**src/rtl/m_div_controller.sv**
```systemverilog
// m_div_controller: sequencing FSM for a restoring divider datapath.
// Drives the remainder/divisor/quotient select lines through LOAD, ITERATIONS
// shift/subtract steps and DONE, and reports sign-fixup and divide-by-zero
// flags for the result stage.
// Optional build macro: M_DIV_DBZ_BYPASS_EN -- a divide by zero skips the
// iteration phase and goes straight from LOAD to DONE.
module m_div_controller #(
    parameter int ITERATIONS = 32,
    parameter int CNT_W      = $clog2(ITERATIONS + 1)
) (
    input  logic       clk,
    input  logic       reset,
    input  logic       start,
    input  logic       is_signed,
    input  logic       rs1_neg,
    input  logic       rs2_neg,
    input  logic       rs2_zero,
    output logic [1:0] muxR,
    output logic [1:0] muxD,
    output logic [1:0] muxZ,
    output logic       busy,
    output logic       done,
    output logic       neg_quot,
    output logic       neg_rem,
    output logic       div_by_zero
);

    typedef enum logic [1:0] {
        S_IDLE = 2'd0,
        S_LOAD = 2'd1,
        S_ITER = 2'd2,
        S_DONE = 2'd3
    } state_t;

    localparam logic [1:0] R_KEEP     = 2'd0;
    localparam logic [1:0] R_A        = 2'd1;
    localparam logic [1:0] R_A_NEG    = 2'd2;
    localparam logic [1:0] R_SUB_KEEP = 2'd3;

    localparam logic [1:0] D_KEEP     = 2'd0;
    localparam logic [1:0] D_B        = 2'd1;
    localparam logic [1:0] D_B_NEG    = 2'd2;
    localparam logic [1:0] D_SHR      = 2'd3;

    localparam logic [1:0] Z_KEEP     = 2'd0;
    localparam logic [1:0] Z_ZERO     = 2'd1;
    localparam logic [1:0] Z_SHL_ADD  = 2'd2;

    localparam logic [CNT_W-1:0] CNT_LAST = CNT_W'(ITERATIONS - 1);

    state_t           state_q;
    state_t           state_d;
    logic [CNT_W-1:0] cnt_q;
    logic [CNT_W-1:0] cnt_d;

    // Operand attributes captured when a request is accepted.
    logic s_sgn;
    logic s_n1;
    logic s_n2;
    logic s_z;

    logic accept;

    assign accept = (state_q == S_IDLE) && start;

    // State register and iteration counter.
    always_ff @(posedge clk or posedge reset) begin
        if (reset) begin
            state_q <= S_IDLE;
            cnt_q   <= '0;
        end else begin
            state_q <= state_d;
            cnt_q   <= cnt_d;
        end
    end

    // Capture the sign/zero attributes of the operation being accepted.
    always_ff @(posedge clk or posedge reset) begin
        if (reset) begin
            s_sgn <= 1'b0;
            s_n1  <= 1'b0;
            s_n2  <= 1'b0;
            s_z   <= 1'b0;
        end else if (accept) begin
            s_sgn <= is_signed;
            s_n1  <= rs1_neg;
            s_n2  <= rs2_neg;
            s_z   <= rs2_zero;
        end
    end

    // Result-stage flags: cleared by a new request, loaded on entry to DONE,
    // then held so the result stage can read them after the done pulse.
    always_ff @(posedge clk or posedge reset) begin
        if (reset) begin
            neg_quot    <= 1'b0;
            neg_rem     <= 1'b0;
            div_by_zero <= 1'b0;
        end else if (accept) begin
            neg_quot    <= 1'b0;
            neg_rem     <= 1'b0;
            div_by_zero <= 1'b0;
        end else if ((state_d == S_DONE) && (state_q != S_DONE)) begin
            // A zero divisor yields all-ones quotient, which is never negated.
            neg_quot    <= s_sgn & (s_n1 ^ s_n2) & ~s_z;
            neg_rem     <= s_sgn & s_n1;
            div_by_zero <= s_z;
        end
    end

    // Next-state, counter and Moore select decode.
    always_comb begin
        state_d = state_q;
        cnt_d   = cnt_q;
        muxR    = R_KEEP;
        muxD    = D_KEEP;
        muxZ    = Z_KEEP;
        busy    = 1'b0;
        done    = 1'b0;

        case (state_q)
            S_IDLE: begin
                cnt_d = '0;
                if (start) begin
                    state_d = S_LOAD;
                end
            end

            S_LOAD: begin
                muxR  = (s_sgn & s_n1) ? R_A_NEG : R_A;
                muxD  = (s_sgn & s_n2) ? D_B_NEG : D_B;
                muxZ  = Z_ZERO;
                busy  = 1'b1;
                cnt_d = '0;
`ifdef M_DIV_DBZ_BYPASS_EN
                state_d = s_z ? S_DONE : S_ITER;
`else
                state_d = S_ITER;
`endif
            end

            S_ITER: begin
                muxR  = R_SUB_KEEP;
                muxD  = D_SHR;
                muxZ  = Z_SHL_ADD;
                busy  = 1'b1;
                cnt_d = cnt_q + CNT_W'(1);
                if (cnt_q == CNT_LAST) begin
                    state_d = S_DONE;
                end
            end

            S_DONE: begin
                busy    = 1'b1;
                done    = 1'b1;
                state_d = S_IDLE;
            end

            default: begin
                state_d = S_IDLE;
            end
        endcase
    end

endmodule

```
**config.mk**
```make
export PLATFORM = sky130hd
export DESIGN_NAME = m_div_controller
export DESIGN_NICKNAME = d
export VERILOG_FILES = /design/src/rtl/m_div_controller.sv
export SDC_FILE = /design/constraint.sdc
export NUM_CORES = 1
export LEC_CHECK = 0
export CAP_MARGIN = 5
export CORE_MARGIN = 10
export CORE_UTILIZATION = 45
export CTS_BUF_LIST = sky130_fd_sc_hd__clkbuf_8 sky130_fd_sc_hd__clkbuf_16
export DETAILED_ROUTE_END_ITERATION = 16
export GPL_ROUTABILITY_DRIVEN = 0
export PLACE_DENSITY_LB_ADDON = 0.05
export SLEW_MARGIN = 20
export SYNTH_ARGS = -nofsm -noshare
export SYNTH_HDL_FRONTEND = slang
export SYNTH_SLANG_ARGS = --single-unit
```
**constraint.sdc**
```tcl
create_clock -name clk -period 1.6 [get_ports clk]
set_input_delay 0.24 -clock clk [delete_from_list [all_inputs] [get_ports clk]]
set_output_delay 0.24 -clock clk [all_outputs]
set_load 0.01 [all_outputs]
```
==> reports/results.md <==
## Synthesis
• 100% — FFs w/ async S/R, synth
• 10.1 um^2 — Mapped Avg Cell Area
• 45.3% — share of synthesized area occupied by flip-flops and latches
• sky130_fd_sc_hd__dfrtp_1 — most repeated cell in the gate-level netlist after synthesis
• sky130_fd_sc_hd__dfrtp_1 — cell taking the most area after synthesis
• 0 — number of enable flip-flop cells after synthesis
• 828 um^2 — area of the mapped netlist
• 15 — synthesis-stage register bit count
• 82 — cell count after synthesis
• 45.3% — top cell type's share of synthesized area
• 0 — number of warnings printed during yosys synthesis
• 23 — number of library cell types mapped by synthesis
• sky130_fd_sc_hd__dfrtp_1 — leading register cell type out of synthesis
• 97 — synthesized net count
• 15 x sky130_fd_sc_hd__dfrtp_1, 12 x sky130_fd_sc_hd__nand2_1, 8 x sky130_fd_sc_hd__ha_1, 6 x sky130_fd_sc_hd__inv_1, 6 x sky130_fd_sc_hd__nand3_1 — commonest cells in the netlist
• sky130_fd_sc_hd__dfrtp_1 45%, sky130_fd_sc_hd__ha_1 12%, sky130_fd_sc_hd__nand2_1 5.4%, sky130_fd_sc_hd__mux2_2 4.1%, sky130_fd_sc_hd__mux2i_1 3.6% — synth top area cells

## Min path
• input port to async pin — path class of the lowest-slack min-delay path

## Worst setup path
• 0.42 ns — Critical Path Max Stage Delay
• state_q[0] — CP startpoint
• inv_4 -> ha_4 -> buf_4 -> nand4bb_1 -> o22ai_2 -> nand3b_4 -> mux2i_1 — critical path, cell by cell
• sky130_fd_sc_hd__dfrtp_1 — highest-delay cell along the critical path
• register to register — type of the setup path with the least slack
• 1.73 ns — required time at the worst-slack endpoint
• register — nature of the critical path endpoint
• -0.008 ns — setup slack of the most critical reg-to-reg path
• register — Worst setup SP type
• state_q[0] — launching point of the worst reg2reg path
• 7 — count of cells along the worst register-to-register path
• neg_rem — critical register-to-register path endpoint
• 1.74 ns — Arr. time, crit path
• 5 — CP Max Fanout

## Die
• 18 — I/O pin count
• 3960 um^2 — DIE AREA
• 47.5% — initial core utilization
• 15 — Cell Rows
• 62.9 um — overall die height
• 62.9 um — horizontal die dimension
• 1750 um^2 — core area

## Clock network
• 3 — number of clock buffers inserted by TritonCTS
• 0.25 ns — latest clock arrival within the worst-skew pair
• 0.07 ns — clock transition at the register clock pins on the worst setup and hold paths after CTS
• 2 — number of buffers on the longest clock path
• 15 — CTS Sinks
• sky130_fd_sc_hd__clkbuf_8 — root buffer cell
• 1 — deepest level of the CTS H-tree
• yes — clock tree from TritonCTS

## Timing
• 0 — number of pins with negative max-slew slack in the final report
• 5 — final number of setup-violating endpoints
• -0.0286 ns — final-layout setup total negative slack
• 0.222 ns — Worst Max-Slew Pin Slew
• -0.00818 ns — post-route setup slack
• 85.2% — Slew headroom
• 0 — Hold Vio Cnt, Final
• 0.00650 ns — skew final
• 1.61 ns — final period demand of the worst path
• 101% — final critical-path share of the clock period
• 0.622 GHz — Achievable Freq
• yes — setup repair after global routing missed its margin
• 0.301 ns — worst hold margin

## Detailed routing
• 15.2 um — post-DR wirelength/cell
• 0 — post-route ant nets
• 2190 um — drt total wl
• 727 — total via count in the routed design
• 5.05 — ratio of routed vias to standard cells
• 0 — DRC violation count after routing
• 4 — number of iterations in the first detailed-routing pass
• 15 — number of DRC markers after the initial detailed-route iteration

## Pwr
• 25.9% — sequential fraction of design power
• 2.39 mW — sum of internal, switching and leakage power
• 1.45 mW — Power Internal
• 12.9% — clock share of power
• 39.5% — Net Sw Frac
• 0.609 nW — cell leakage power
• 1900 nW/um^2 — power density relative to cell area
• 61.3% — Combinational Power Share
• 0.945 mW — Net Sw Power
• 1.31 mV — VDD IR-drop max

## Global routing
• 11.0% — overall fraction of global-route tracks in use
• 3510 um — first-pass GRT wire length
• 0 — antenna violations before repair
• 763 — number of global-route vias before repair
• 16 — largest net degree at the start of global routing
• 0 — overall overflow remaining after global route

## Cells and area
• 135 — fin nets
• 0 — Inserted Diodes
• 72.0% — fraction of the core area covered by cells at the end of the flow
• 34.5% — proportion of layout cells with a drive suffix above 1
• 51.8% — area growth from synthesis to layout

## Placement
• 17 — port bufs
• 1470 um — HPWL after detailed placement

## Outcome
• finished, violations left — result of the run
• negative setup slack — violations in the final reports

## Job
• 0 — Max-cap violations

-- worst max-delay path by stage --
| stage | slack (ns) | end | cells after the start |
|---|---|---|---|
| after floorplan | 0.13 | div_by_zero | 6 |
| after global placement | -0.16 | muxD[1] | 5 |
| after detailed placement | -0.23 | muxR[1] | 4 |
| after CTS | -0.05 | neg_quot | 8 |
| after global routing | -0.08 | neg_quot | 7 |
| final | -0.008 | neg_rem | 7 |
-- layer usage --
metal  share of wire, %  vias to the layer above  global-route usage, %
li1                   -                      352                      -
met3                5.6                        4                   5.02
met4                1.6                        0                   4.47
met2                 50                       16                   18.8
met5                  0                        -                      0
met1                 42                      355                   11.5
-- sequential cells by signal, summed over array words and instances, names as in the netlist --
register	cells
cnt_q	6
s_n2	1
div_by_zero	1
s_n1	1
neg_rem	1
state_q	2
neg_quot	1
s_z	1
s_sgn	1
-- stage by stage --
stage,instances,area (um^2),setup WS [ns]
after floorplan,82,828,0.128
after global placement,136,1120,-0.157
after detailed placement,136,1120,-0.225
after CTS,144,1240,-0.0485
after global routing,144,1260,-0.0818
final,144,1260,-0.00818
-- cells by family after synthesis --
family | count (synthesis) | share of synthesized area [%]
and+or+nand+nor | 31 | 19.3
adders and majority gates | 8 | 12.1
muxes | 6 | 7.70
AOI/OAI and AO/OA | 12 | 9.06
xor gates and xnor gates | 3 | 3.17
buffers and inverters | 7 | 3.32
DFF | 15 | 45.3
-- power by group through the flow --
stage	Sequential [mW]	Clock (mW)	Combinational, mW
after floorplan	0.618	0	0.606
after global placement	0.611	0	1.23
after detailed placement	0.614	0	1.25
after CTS	0.612	0.315	1.39
after global routing	0.638	0.331	1.60
final	0.618	0.308	1.47
-- cell usage in the layout (no fill, tap or decap), drive strengths merged, types with 3 or more instances in the layout --
cell,n
buf,23
dfrtp,15
nand2,12
clkdlybuf4s50,9
ha,8
inv,7
nand3,6
nor2,5
o21ai,4
clkbuf,4
a21oi,4
mux2i,3
mux2,3
-- critical path, delay by kind of cell (launching register included) --
family / cells / cell delay, ns
compound gates: 1 / 0.26
mux: 1 / 0.13
simple gates: 2 / 0.25
buf+inv: 2 / 0.25
flops: 1 / 0.42
fa+ha+maj: 1 / 0.16
-- final cells by class --
cell class                      instances  area (um^2)
Clock buffer                            3         41.3
Clock inverter                          1         3.75
Fill cell                             119          488
Inverter                                6         25.0
Multi-Input combinational cell         60          504
Sequential cell                        15          375
Tap cell                               25         31.3
Timing Repair Buffer                   34          277
-- timing repair --
item                       CTS  global route
hold buffers                 0             0
gates resized for setup     43             8
cloned                       0             0
pin swaps                    0             6
buffers inserted             4             2
setup endpoints to repair   11             9
Power figures use the tool's default switching activity.
